$ cat config.mk
export PLATFORM = sky130hd
export DESIGN_NAME = alu_logic_ref
export DESIGN_NICKNAME = d
export VERILOG_FILES = /design/src/rtl/alu_logic_pkg.sv /design/src/rtl/alu_logic_ref.sv
export SDC_FILE = /design/constraint.sdc
export NUM_CORES = 1
export LEC_CHECK = 0
export CORE_AREA = 2 2 39 41
export DETAILED_ROUTE_END_ITERATION = 8
export DIE_AREA = 0 0 41 43
export PLACE_DENSITY_LB_ADDON = 0.05
export SLEW_MARGIN = 5
export SYNTH_ARGS = -nofsm -noshare
export SYNTH_HDL_FRONTEND = slang
export SYNTH_SLANG_ARGS = --single-unit
export TNS_END_PERCENT = 30
$ cat constraint.sdc
create_clock -name vclk -period 1.3
set_input_delay 0.26 -clock vclk [all_inputs]
set_output_delay 0.26 -clock vclk [all_outputs]
set_load 0.05 [all_outputs]
$ cat src/rtl/alu_logic_pkg.sv
// Shared opcode, FSM-state and expected-result definitions for the logic ALU checker.
// Purely declarative: no registers live here.
// The expected-result function is also meant for reuse by stimulus benches.
package alu_logic_pkg;

  // Widest operand the expected-result function handles; callers cast down.
  localparam int ALU_MAX_W = 32;

  localparam logic [2:0] OP_AND  = 3'd0;
  localparam logic [2:0] OP_OR   = 3'd1;
  localparam logic [2:0] OP_NOR  = 3'd2;
  localparam logic [2:0] OP_NAND = 3'd3;
  localparam logic [2:0] OP_XOR  = 3'd4;
  localparam logic [2:0] OP_XNOR = 3'd5;
  localparam logic [2:0] OP_NOTA = 3'd6;
  localparam logic [2:0] OP_RSVD = 3'd7;

  localparam logic [1:0] ST_IDLE  = 2'd0;
  localparam logic [1:0] ST_RUN   = 2'd1;
  localparam logic [1:0] ST_DRAIN = 2'd2;
  localparam logic [1:0] ST_DONE  = 2'd3;

  // Expected result of one logic op; the reserved opcode yields zero.
  function automatic logic [ALU_MAX_W-1:0] alu_expected(
    input logic [ALU_MAX_W-1:0] a,
    input logic [ALU_MAX_W-1:0] b,
    input logic [2:0]           op
  );
    logic [ALU_MAX_W-1:0] r;
    case (op)
      OP_AND:  r = a & b;
      OP_OR:   r = a | b;
      OP_NOR:  r = ~(a | b);
      OP_NAND: r = ~(a & b);
      OP_XOR:  r = a ^ b;
      OP_XNOR: r = ~(a ^ b);
      OP_NOTA: r = ~a;
      default: r = '0;
    endcase
    return r;
  endfunction

endpackage

$ cat src/rtl/alu_logic_ref.sv
// Combinational expected-result model for the WIDTH-bit logic ALU.
// Latency: zero cycles (pure combinational).
// No handshake; output follows inputs.
module alu_logic_ref
  import alu_logic_pkg::*;
#(
  parameter int WIDTH = 4
) (
  input  logic [WIDTH-1:0] a_i,
  input  logic [WIDTH-1:0] b_i,
  input  logic [2:0]       op_i,
  output logic [WIDTH-1:0] exp_o
);

  // Evaluate at full function width; upper bits (e.g. from NOT) are dropped.
  assign exp_o = WIDTH'(alu_expected(ALU_MAX_W'(a_i), ALU_MAX_W'(b_i), op_i));

endmodule

### After elaboration in Yosys (flattened, before gate mapping)

Cells that the tools add are included.

* flip-flop bits (word level): 0
* input port bits: 11
* output and inout port bits: 4

* equal/unequal tests: 6
* multiplexer cells: 1
* bitwise logic cells: 7
* reductions and logical operators: 1

Operator list (count)
* one-hot mux 4 bit (7 select lines): 1
* NOT 4 bit: 4
* equality test 3 bit (second input constant): 3
* equality test 3 x 2 -> 1 bit (second input constant): 2
* bitwise AND 4 bit: 1
* bitwise OR 4 bit: 1
* XOR 4 bit: 1
* equality test 3 x 1 -> 1 bit (second input constant): 1
* logical NOT 3 bit: 1

### Longest topological paths before layout

* depth in word-level cells: 3
* depth in mapped cells: 6
* gate-level depth less buffers: 5

### Worst setup path after synthesis

OpenSTA, ideal clock, no wires.

* kind: input -> output
* from: in a_i[2]
* to: out exp_o[2]
* data arrival time: 1.232 ns
* required time: 1.040 ns
* path slack: -0.192 ns
* stages: 4
* path buffers: 0
* cells stage by stage: inv_1 ha_1 nor4bb_1 a211o_1

* word-level cells in the longest chain between the ends: 3
* elaborated cells between the ends (all ways): 8
* classes of those cells: 1 x mux; 7 x bitwise

RTL lines
* start: declaration: RTL line alu_logic_ref.sv:9 `input logic [WIDTH-1:0] a_i,`
* XOR 4 bit, or another cell as far along: RTL line alu_logic_pkg.sv:35, alu_logic_pkg.sv:36
* NOT 4 bit (on tied branches): RTL line alu_logic_pkg.sv:36, alu_logic_pkg.sv:33, alu_logic_pkg.sv:34
* one-hot mux 4 bit (7 select lines) (*): RTL line alu_logic_pkg.sv:30 `case (op)`
* end: declaration: RTL line alu_logic_ref.sv:12 `output logic [WIDTH-1:0] exp_o`

Mark *: on every way between the ends. The rest lies on a longest branch, timed or not.

### Worst setup path after layout

* from: in a_i[0]
* to: out exp_o[0]

The elaborated chain is that of the path after synthesis.

==> out/metrics.yaml <==
outcome:
  status: "finished, violations left"
  violations: "setup timing"
timing:
  fin_crit_ns: 1.57
  tightest_slew_ns: 0.251
  hold_violations: 0
  layout_setup_ws_ns: -0.265
  finalMaxSlewViolations: 0
  final-setup-viol-count: 4
  setup-tns-final_ns: -0.920
  max_freq_mhz: 639
  slew_headroom_pct: 83.0
  fin_crit_sh_pct: 120
  rsz0062_at_grt: "true"
routing:
  via_per_inst: 4.91
  drc_errors: 0
  firstDrtPassIters: 2
  drt_iter0_drc: 4
  wl_per_cell_um: 10.3
  ant_nets: 0
  via_count: 452
  wirelength_um: 945
die:
  core_area_um2: 1380
  num_rows: 14
  chipHeight_um: 43
  die_area_um2: 1760
  start_util_pct: 29.8
  ioPinCount: 15
  die_w_um: 41
power:
  intPower_mw: 0.178
  vdd_ir_drop_max_mv: 0.259
  clkPwrFrac_pct: 0
  p_seq_share_pct: 0
  p_switching_mw: 0.159
  power.density_nw_per_um2: 450
  p_leak_nw: 0.357
  pwr-share-comb_pct: 100.0
  p_sw_share_pct: 47.3
critical_path:
  critPathLaunch: "a_i[0]"
  crit_arrival_ns: 1.31
  crit_path_end_kind: "output port"
  worstSetupStartpointType: "input pin"
  critical_path_class: "in2out"
  required_ns: 1.04
  endpoint: "exp_o[0]"
  cp_max_fo: 2
yosys:
  syn_inst: 56
  synth_area_um2: 413
  ys_types: 16
  avgSynthCellArea_um2: 7.37
  synth.net_count: 75
  synth_area_leaders: "ha_1 24%, mux2i_1 15%, inv_1 11%, nor4bb_1 9.7%, o22ai_1 6.1%"
  synth_top_area_share_pct: 24.2
  yosysTopAreaCell: "ha_1"
  yosysWarnings: 0
  seq_area_frac_synth_pct: 0
worst_hold_path:
  hp-class: "in2out"
  hold_depth: 6
cells_and_area:
  n_clock_buffer: 0
  n_sequential_cell: 0
  antenna_cells: 0
  synthToLayoutAreaGrowth_pct: 81.2
  register_area_um2: 0
  drive_gt1_share_pct: 61.8
  num-nets-final: 97
  multiInputGateArea_um2: 427
  nFillCells: 145
placement:
  io_buffers: 15
  hpwl_um: 764
  place_congestion: 0.697
  dpl_worst_slack_ns: -0.750
global_route:
  track_usage_pct: 11.4
  grt_pass1_vias: 380
  grt_first_pass_wirelength_mm: 1.52
  grt_max_degree: 9
  grt_antenna_before_repair: 0
  grt_overflow_total: 0
flow_run:
  cap_violations: 0
clock_tree:
  postCtsHoldBufs: 0
-- power groups by stage --
stage,Sequential [mW],Combinational [mW],Clock (mW)
4_1_cts,0,0.332,0
3_5_place_dp,0,0.319,0
3_3_place_gp,0,0.318,0
5_1_grt,0,0.360,0
2_1_floorplan,0,0.183,0
6_report,0,0.337,0
-- critical path, cell delays in order --
cell and delay [ns]:
buf_6 0.10, inv_4 0.05, ha_4 0.20, mux2i_2 0.16, o22ai_2 0.09, a211o_2 0.30
buf_12 0.15
-- cells in the mapped netlist --
| cell | instances |
|---|---|
| buf_2 | 1 |
| mux2i_1 | 6 |
| buf_8 | 1 |
| inv_1 | 12 |
| o21ai_0 | 2 |
| ha_1 | 8 |
| nor4bb_1 | 4 |
| buf_6 | 1 |
| nor2_1 | 4 |
| nand2_1 | 3 |
| o21ai_1 | 1 |
| a211o_1 | 2 |
| a21oi_1 | 3 |
| or2b_2 | 2 |
| o22ai_1 | 4 |
| a211o_2 | 2 |
-- layout by cell type, fill, tap and decap left out --
cell type        instances
buf_4                    6
a211o_2                  4
o21ai_1                  1
inv_4                    4
mux2i_1                  5
nor4bb_1                 4
ha_1                     3
nor2_1                   3
ha_4                     5
inv_2                    4
nor2_2                   1
buf_12                   4
a21oi_1                  3
o21ai_2                  2
clkdlybuf4s15_2          1
or2b_4                   2
nand2_1                  3
o22ai_2                  1
inv_1                    4
buf_6                    8
o22ai_1                  3
mux2i_2                  1
buf_2                    4
-- routing by layer --
metal	global-route usage [%]	vias to the layer above	routed length [um]	part of all wire, %
li1	-	235	-	-
met1	17.1	207	456	48
met2	18.8	10	449	48
met3	0	0	38	4.0
met4	0	0	0	0
met5	0	-	0	0
-- final cells by class --
cell class	count	share of cell area [%]
multi-input combinational	41	57.0
timing repair buffer	23	32.9
inverter	12	7.36
tap	16	2.68
-- metrics by stage --
step | hold slack [ns] | total power [mW] | util (%) | cell area [um2] | instances
final | 1.15 | 0.337 | 54.1 | 748 | 92
after global routing | 1.20 | 0.360 | 54.1 | 748 | 92
after CTS | 1.16 | 0.332 | 52.7 | 729 | 92
after detailed placement | 1.54 | 0.319 | 50.7 | 702 | 91
after global placement | 1.54 | 0.318 | 50.7 | 702 | 91
after floorplan | 0.932 | 0.183 | - | 477 | 56
-- logic make-up after synthesis --
family	Yosys count	synth area share (%)
and+or+nand+nor	13	20.3
adders and majority gates	8	24.2
buffers and inverters	15	18.5
AOI/OAI and AO/OA	14	22.4
muxes	6	14.5
-- repair_timing --
| item | 4_1_cts | 5_1_grt |
|---|---|---|
| setup buffers | 1 | 0 |
| resized for setup | 61 | 5 |
| setup endpoints to repair | 4 | 4 |
| pin swaps | 10 | 0 |
-- worst min path at each step --
stage                     startpoint       end  slack (ns)
after floorplan              op_i[1]  exp_o[3]        0.93
after global placement        a_i[1]  exp_o[1]        1.54
after detailed placement      a_i[1]  exp_o[1]        1.54
after CTS                     a_i[1]  exp_o[1]        1.16
after global routing          a_i[3]  exp_o[3]        1.20
final                         a_i[1]  exp_o[1]        1.15
Note: power is estimated with default switching activity, not from simulation.
